==> config.mk <==
export PLATFORM = sky130hd
export DESIGN_NAME = lsu_cache_ctrl
export DESIGN_NICKNAME = d
export VERILOG_FILES = /design/src/rtl/lsu_cache_ctrl.sv
export SDC_FILE = /design/constraint.sdc
export NUM_CORES = 1
export LEC_CHECK = 0
export ABC_CLOCK_PERIOD_IN_PS = 8600
export CORE_MARGIN = 3
export CORE_UTILIZATION = 48
export CTS_CLUSTER_SIZE = 14
export DETAILED_ROUTE_END_ITERATION = 16
export GPL_TIMING_DRIVEN = 1
export HOLD_SLACK_MARGIN = 0.05
export PLACE_DENSITY = 0.67
export RECOVER_POWER = 100
export SYNTH_ARGS = -nofsm -noshare
export SYNTH_HDL_FRONTEND = slang
export SYNTH_SLANG_ARGS = --single-unit
==> constraint.sdc <==
create_clock -name clk -period 8.6 [get_ports clk]
set_input_delay 1.72 -clock clk [delete_from_list [all_inputs] [get_ports clk]]
set_output_delay 1.72 -clock clk [all_outputs]
set_load 0.01 [all_outputs]
==> src/rtl/lsu_cache_ctrl.sv <==
// Load/store unit with a direct-mapped, write-through, no-write-allocate cache.
// Misses and all stores go to memory over a req/ack/valid bus, with a timeout on the handshake.
module lsu_cache_ctrl #(
  parameter int DATA_W  = 8,
  parameter int ADDR_W  = 8,
  parameter int LINES   = 16,
  parameter int TIMEOUT = 64
) (
  input  logic              clk,
  input  logic              reset,
  input  logic              start,
  input  logic [3:0]        op,
  input  logic [ADDR_W-1:0] addr,
  input  logic [DATA_W-1:0] wdata,
  output logic              done,
  output logic [DATA_W-1:0] rdata,
  output logic              hit,
  output logic              err,
  input  logic              bus_busy,
  output logic              bus_req,
  input  logic              bus_ack,
  output logic              bus_valid,
  output logic              bus_rw,
  output logic [ADDR_W-1:0] bus_addr,
  output logic [DATA_W-1:0] bus_wdata,
  input  logic [DATA_W-1:0] bus_rdata,
  input  logic              bus_rvalid
);

  localparam int IDX_W = $clog2(LINES);
  localparam int TAG_W = ADDR_W - IDX_W;
  localparam int CNT_W = $clog2(TIMEOUT + 1);

  localparam logic [3:0] OP_LOAD  = 4'b1000;
  localparam logic [3:0] OP_STORE = 4'b1001;

  localparam logic [2:0] IDLE    = 3'd0;
  localparam logic [2:0] REQ     = 3'd1;
  localparam logic [2:0] GRANT   = 3'd2;
  localparam logic [2:0] XFER    = 3'd3;
  localparam logic [2:0] WAIT_RD = 3'd4;
  localparam logic [2:0] DONE    = 3'd5;

  logic [2:0]        state;
  logic              is_load;
  logic [ADDR_W-1:0] a_addr;
  logic [DATA_W-1:0] a_wdata;
  logic [CNT_W-1:0]  tcnt;
  logic              hit_r;
  logic              err_r;

  logic [LINES-1:0]  line_vld;
  logic [TAG_W-1:0]  line_tag  [LINES];
  logic [DATA_W-1:0] line_data [LINES];

  logic [IDX_W-1:0]  in_idx, a_idx;
  logic [TAG_W-1:0]  in_tag, a_tag;
  logic              in_hit, a_hit, timed_out;

  assign in_idx    = addr[IDX_W-1:0];
  assign in_tag    = addr[ADDR_W-1:IDX_W];
  assign a_idx     = a_addr[IDX_W-1:0];
  assign a_tag     = a_addr[ADDR_W-1:IDX_W];
  assign in_hit    = line_vld[in_idx] && (line_tag[in_idx] == in_tag);
  assign a_hit     = line_vld[a_idx] && (line_tag[a_idx] == a_tag);
  assign timed_out = (tcnt == CNT_W'(TIMEOUT - 1));

  assign done      = (state == DONE);
  assign hit       = done & hit_r;
  assign err       = done & err_r;
  assign bus_rw    = is_load;
  assign bus_addr  = a_addr;
  assign bus_wdata = a_wdata;

  always_ff @(posedge clk) begin
    if (reset) begin
      state     <= IDLE;
      is_load   <= 1'b0;
      a_addr    <= '0;
      a_wdata   <= '0;
      tcnt      <= '0;
      hit_r     <= 1'b0;
      err_r     <= 1'b0;
      rdata     <= '0;
      bus_req   <= 1'b0;
      bus_valid <= 1'b0;
      line_vld  <= '0;
    end else begin
      case (state)
        IDLE: begin
          hit_r <= 1'b0;
          err_r <= 1'b0;
          if (start && (op == OP_LOAD || op == OP_STORE)) begin
            a_addr  <= addr;
            a_wdata <= wdata;
            is_load <= (op == OP_LOAD);
            if (op == OP_LOAD && in_hit) begin
              rdata <= line_data[in_idx];
              hit_r <= 1'b1;
              state <= DONE;
            end else begin
              tcnt  <= '0;
              state <= REQ;
            end
          end
        end
        REQ: begin
          // bus_req stays high through GRANT so it falls exactly as bus_valid rises
          if (bus_req && bus_ack) begin
            state <= GRANT;
          end else if (timed_out) begin
            bus_req <= 1'b0;
            err_r   <= 1'b1;
            rdata   <= '0;
            state   <= DONE;
          end else begin
            tcnt <= tcnt + CNT_W'(1);
            if (!bus_busy) bus_req <= 1'b1;
          end
        end
        GRANT: begin
          bus_req   <= 1'b0;
          bus_valid <= 1'b1;
          state     <= XFER;
        end
        XFER: begin
          bus_valid <= 1'b0;
          if (is_load) begin
            tcnt  <= '0;
            state <= WAIT_RD;
          end else begin
            if (a_hit) line_data[a_idx] <= a_wdata;
            state <= DONE;
          end
        end
        WAIT_RD: begin
          if (bus_rvalid) begin
            line_vld[a_idx]  <= 1'b1;
            line_tag[a_idx]  <= a_tag;
            line_data[a_idx] <= bus_rdata;
            rdata            <= bus_rdata;
            state            <= DONE;
          end else if (timed_out) begin
            err_r <= 1'b1;
            rdata <= '0;
            state <= DONE;
          end else begin
            tcnt <= tcnt + CNT_W'(1);
          end
        end
        DONE:    state <= IDLE;
        default: state <= IDLE;
      endcase
    end
  end

endmodule

==> results by group <==
CTS
  – Postcts setup bufs: 0
  – Clock Latency Late Sink: 0.53 ns
  – Reg clk slew, reported paths: 0.06 ns
  – CTS Buffer Depth: 3
  – Number of CTS-inserted buffers: 26
  – Post-CTS sizing: 0
  – Hold Buf Count CTS: 0
  – Clk root buf: clkbuf_16
  – Clock sinks: 251
  – H-tree Lvls: 1
  – CTS tree: done

Worst setup path
  – WS Path Type: in2reg
  – CP Max Fanout: 54
  – Crit path launch type: primary input
  – Setup crit end kind: flip-flop
  – CP Data Required Time: 8.74 ns
  – Critical path arrival: 5.63 ns

Die
  – Io pins: 64
  – Die span in y: 156 um
  – Die Footprint: 24400 um2
  – Row count: 54
  – Die X: 156 um
  – CORE AREA: 22000 um2
  – Starting Density: 49.2%

Yosys
  – YS warnings: 0
  – Main synth FF type: edfxtp_1
  – Yosys top cell area share: 53.3%
  – Post-Syn Area: 10800 um2
  – Post-synth net total: 744
  – Asr flop ratio synth: 0%
  – Library cells used by synthesis: 48
  – Main area contributors after synthesis: edfxtp_1 (53%), mux4_2 (17%), dfxtp_1 (11%)
  – Top post-synthesis cells by count: edfxtp_1 (192), mux4_2 (84), nand2_1 (82)
  – Register area share after synthesis: 64.2%
  – Most common cell in the synthesized netlist: edfxtp_1
  – Syn Inst Count: 709
  – Number of synthesized flops with an enable pin: 192
  – Syn avg cell area: 15.3 um2
  – Yosys reg bits: 251
  – Synth area leader: edfxtp_1

Layout
  – # diodes: 0
  – Post-layout net count: 800
  – Fillcell total: 1705
  – Area delta synth->final: 14.4%
  – Area of the multi-input gates: 3550 um2
  – Register area: 6950 um2
  – Layout cells sized above 1: 16.7%
  – Post-route cell area: 12400 um2

Global routing
  – Vias in the first global route: 6496
  – GRT Overall Usage: 19.9%
  – GRT overflow: 0
  – Largest net degree at the start of global routing: 55
  – First-pass GRT wire length: 37.6 mm
  – Initial antenna violation count: 0

Placed design
  – PortBufs: 63
  – Placed Area: 11600 um2
  – Hpwl dp: 16.6 mm
  – Final Wtd Congestion: 0.842

Pwr
  – Leakage: 0.00440 uW
  – Sw Ratio: 21.1%
  – Psw: 512 uW
  – Sequential Power Share: 53.7%
  – PwrDens: 196 nW/um2
  – Maximum VDD drop: 0.105 mV
  – Combinational power share: 4.6%
  – Int Pwr: 1920 uW
  – Clk pwr share: 41.7%

Timing
  – Setup TNS: 0 ns
  – Fin crit period: 5.49 ns
  – Worst-Margin Slew: 2.35 ns
  – Clock skew: 0.0250 ns
  – Final Hold Fails: 0
  – Max-slew headroom: -56.4%
  – Setup violations, final: 0
  – Unrepaired setup endpoints after global routing: false
  – F_max: 182 MHz
  – Fin crit share: 63.9%
  – Max-slew violation count: 55

Detailed routing
  – Router iterations before antenna repair: 6
  – Initial DRC count: 716
  – Routed Antenna Nets: 0
  – Routed Wire Length: 24.3 mm
  – Drt drc: 0
  – Via count: 6402
  – Vias per inst: 6.01
  – Avg WL per Cell: 22.8 um

Flow run
  – Max Cap Viol: 2

Worst hold path
  – Hold Crit Class: reg2reg

Run status
  – Failing checks: capacitance limit, slew limit
  – Status: complete, but fails checks
## state kept, by name, indices dropped and copies added (netlist names), named ones only
register	count
hit_r	1
err_r	1
rdata	8
bus_rw	1
line_tag	64
line_vld	16
bus_wdata	8
state	3
tcnt	7
bus_addr	8
bus_req	1
line_data	128
bus_valid	1
## stage by stage
stage / hold WS [ns] / total power [uW] / worst slack [ns] / utilization, % / cells
floorplan: 0.436 / 1400 / 4.49 / - / 709
global placement: 0.449 / 1440 / 3.62 / 53.0 / 1017
detailed placement: 0.452 / 1440 / 3.54 / 53.0 / 1017
CTS: 0.463 / 2450 / 4.07 / 56.4 / 1065
global route: 0.481 / 2510 / 2.94 / 56.3 / 1065
finish: 0.461 / 2430 / 3.11 / 56.3 / 1065
## logic make-up (layout without fill, tap and decap cells)
group / after synthesis / count (layout) / synth area share (%)
adders and majority gates: 1 / 1 / 0.116
DFF: 251 / 251 / 64.2
muxes: 98 / 98 / 18.8
AOI/OAI and AO/OA: 105 / 105 / 5.83
and+or+nand+nor: 175 / 175 / 7.59
xor gates and xnor gates: 8 / 8 / 0.648
buffers and inverters: 71 / 147 / 2.77
## routing by layer
metal | vias to the layer above | part of all wire, % | global-route usage (%)
met5 | - | 0 | 0
met2 | 262 | 46 | 30.8
met1 | 3244 | 45 | 29.6
met4 | 0 | 2.3 | 5.42
li1 | 2854 | - | -
met3 | 42 | 7.5 | 3.63
## power by group through the flow
| stage | logic, uW | clock network [uW] | registers [uW] |
|---|---|---|---|
| after floorplan | 73.7 | 0 | 1330 |
| after global placement | 112 | 0 | 1330 |
| after detailed placement | 113 | 0 | 1330 |
| after CTS | 114 | 1030 | 1300 |
| after global routing | 121 | 1080 | 1300 |
| final | 111 | 1010 | 1300 |
## final cells by class
class / instances / area share, %
Clock buffer: 34 / 5.58
Clock inverter: 14 / 0.617
Inverter: 32 / 0.971
Multi-Input combinational cell: 387 / 28.7
Sequential cell: 251 / 56.2
Tap cell: 280 / 2.83
Timing Repair Buffer: 67 / 5.14
## worst paths after layout
check             slack (ns)  cells past startpoint                        end                  from
setup / recovery        3.11                      7  line_data[1][0]$_DFFE_PP_                 reset
hold / removal          0.46                      2       tcnt[6]$_SDFFE_PP0P_  tcnt[6]$_SDFFE_PP0P_
setup reg to reg        3.87                      7  line_data[1][0]$_DFFE_PP_             flip-flop
hold reg to reg         0.46                      2       tcnt[6]$_SDFFE_PP0P_  tcnt[6]$_SDFFE_PP0P_
## cells in the final DEF, fill, tap and decap left out, types with 13 or more instances in the layout
cell	n
inv_1	32
edfxtp_1	192
clkbuf_16	26
a21oi_1	38
mux4_2	84
dfxtp_1	59
nor2b_1	16
nand2_1	82
mux2i_1	13
dlygate4sd3_1	32
clkdlybuf4s50_1	27
o21ai_0	33
nor2_1	27
## worst max-delay path, cell delays in order
cell	delay, ns
buf_2	0.09
clkbuf_1	0.85
nor2_1	0.45
nand4_1	0.15
nor4_1	0.90
nand2_2	0.25
o21ai_0	1.19
No activity file was read; power rests on OpenSTA's default activity.
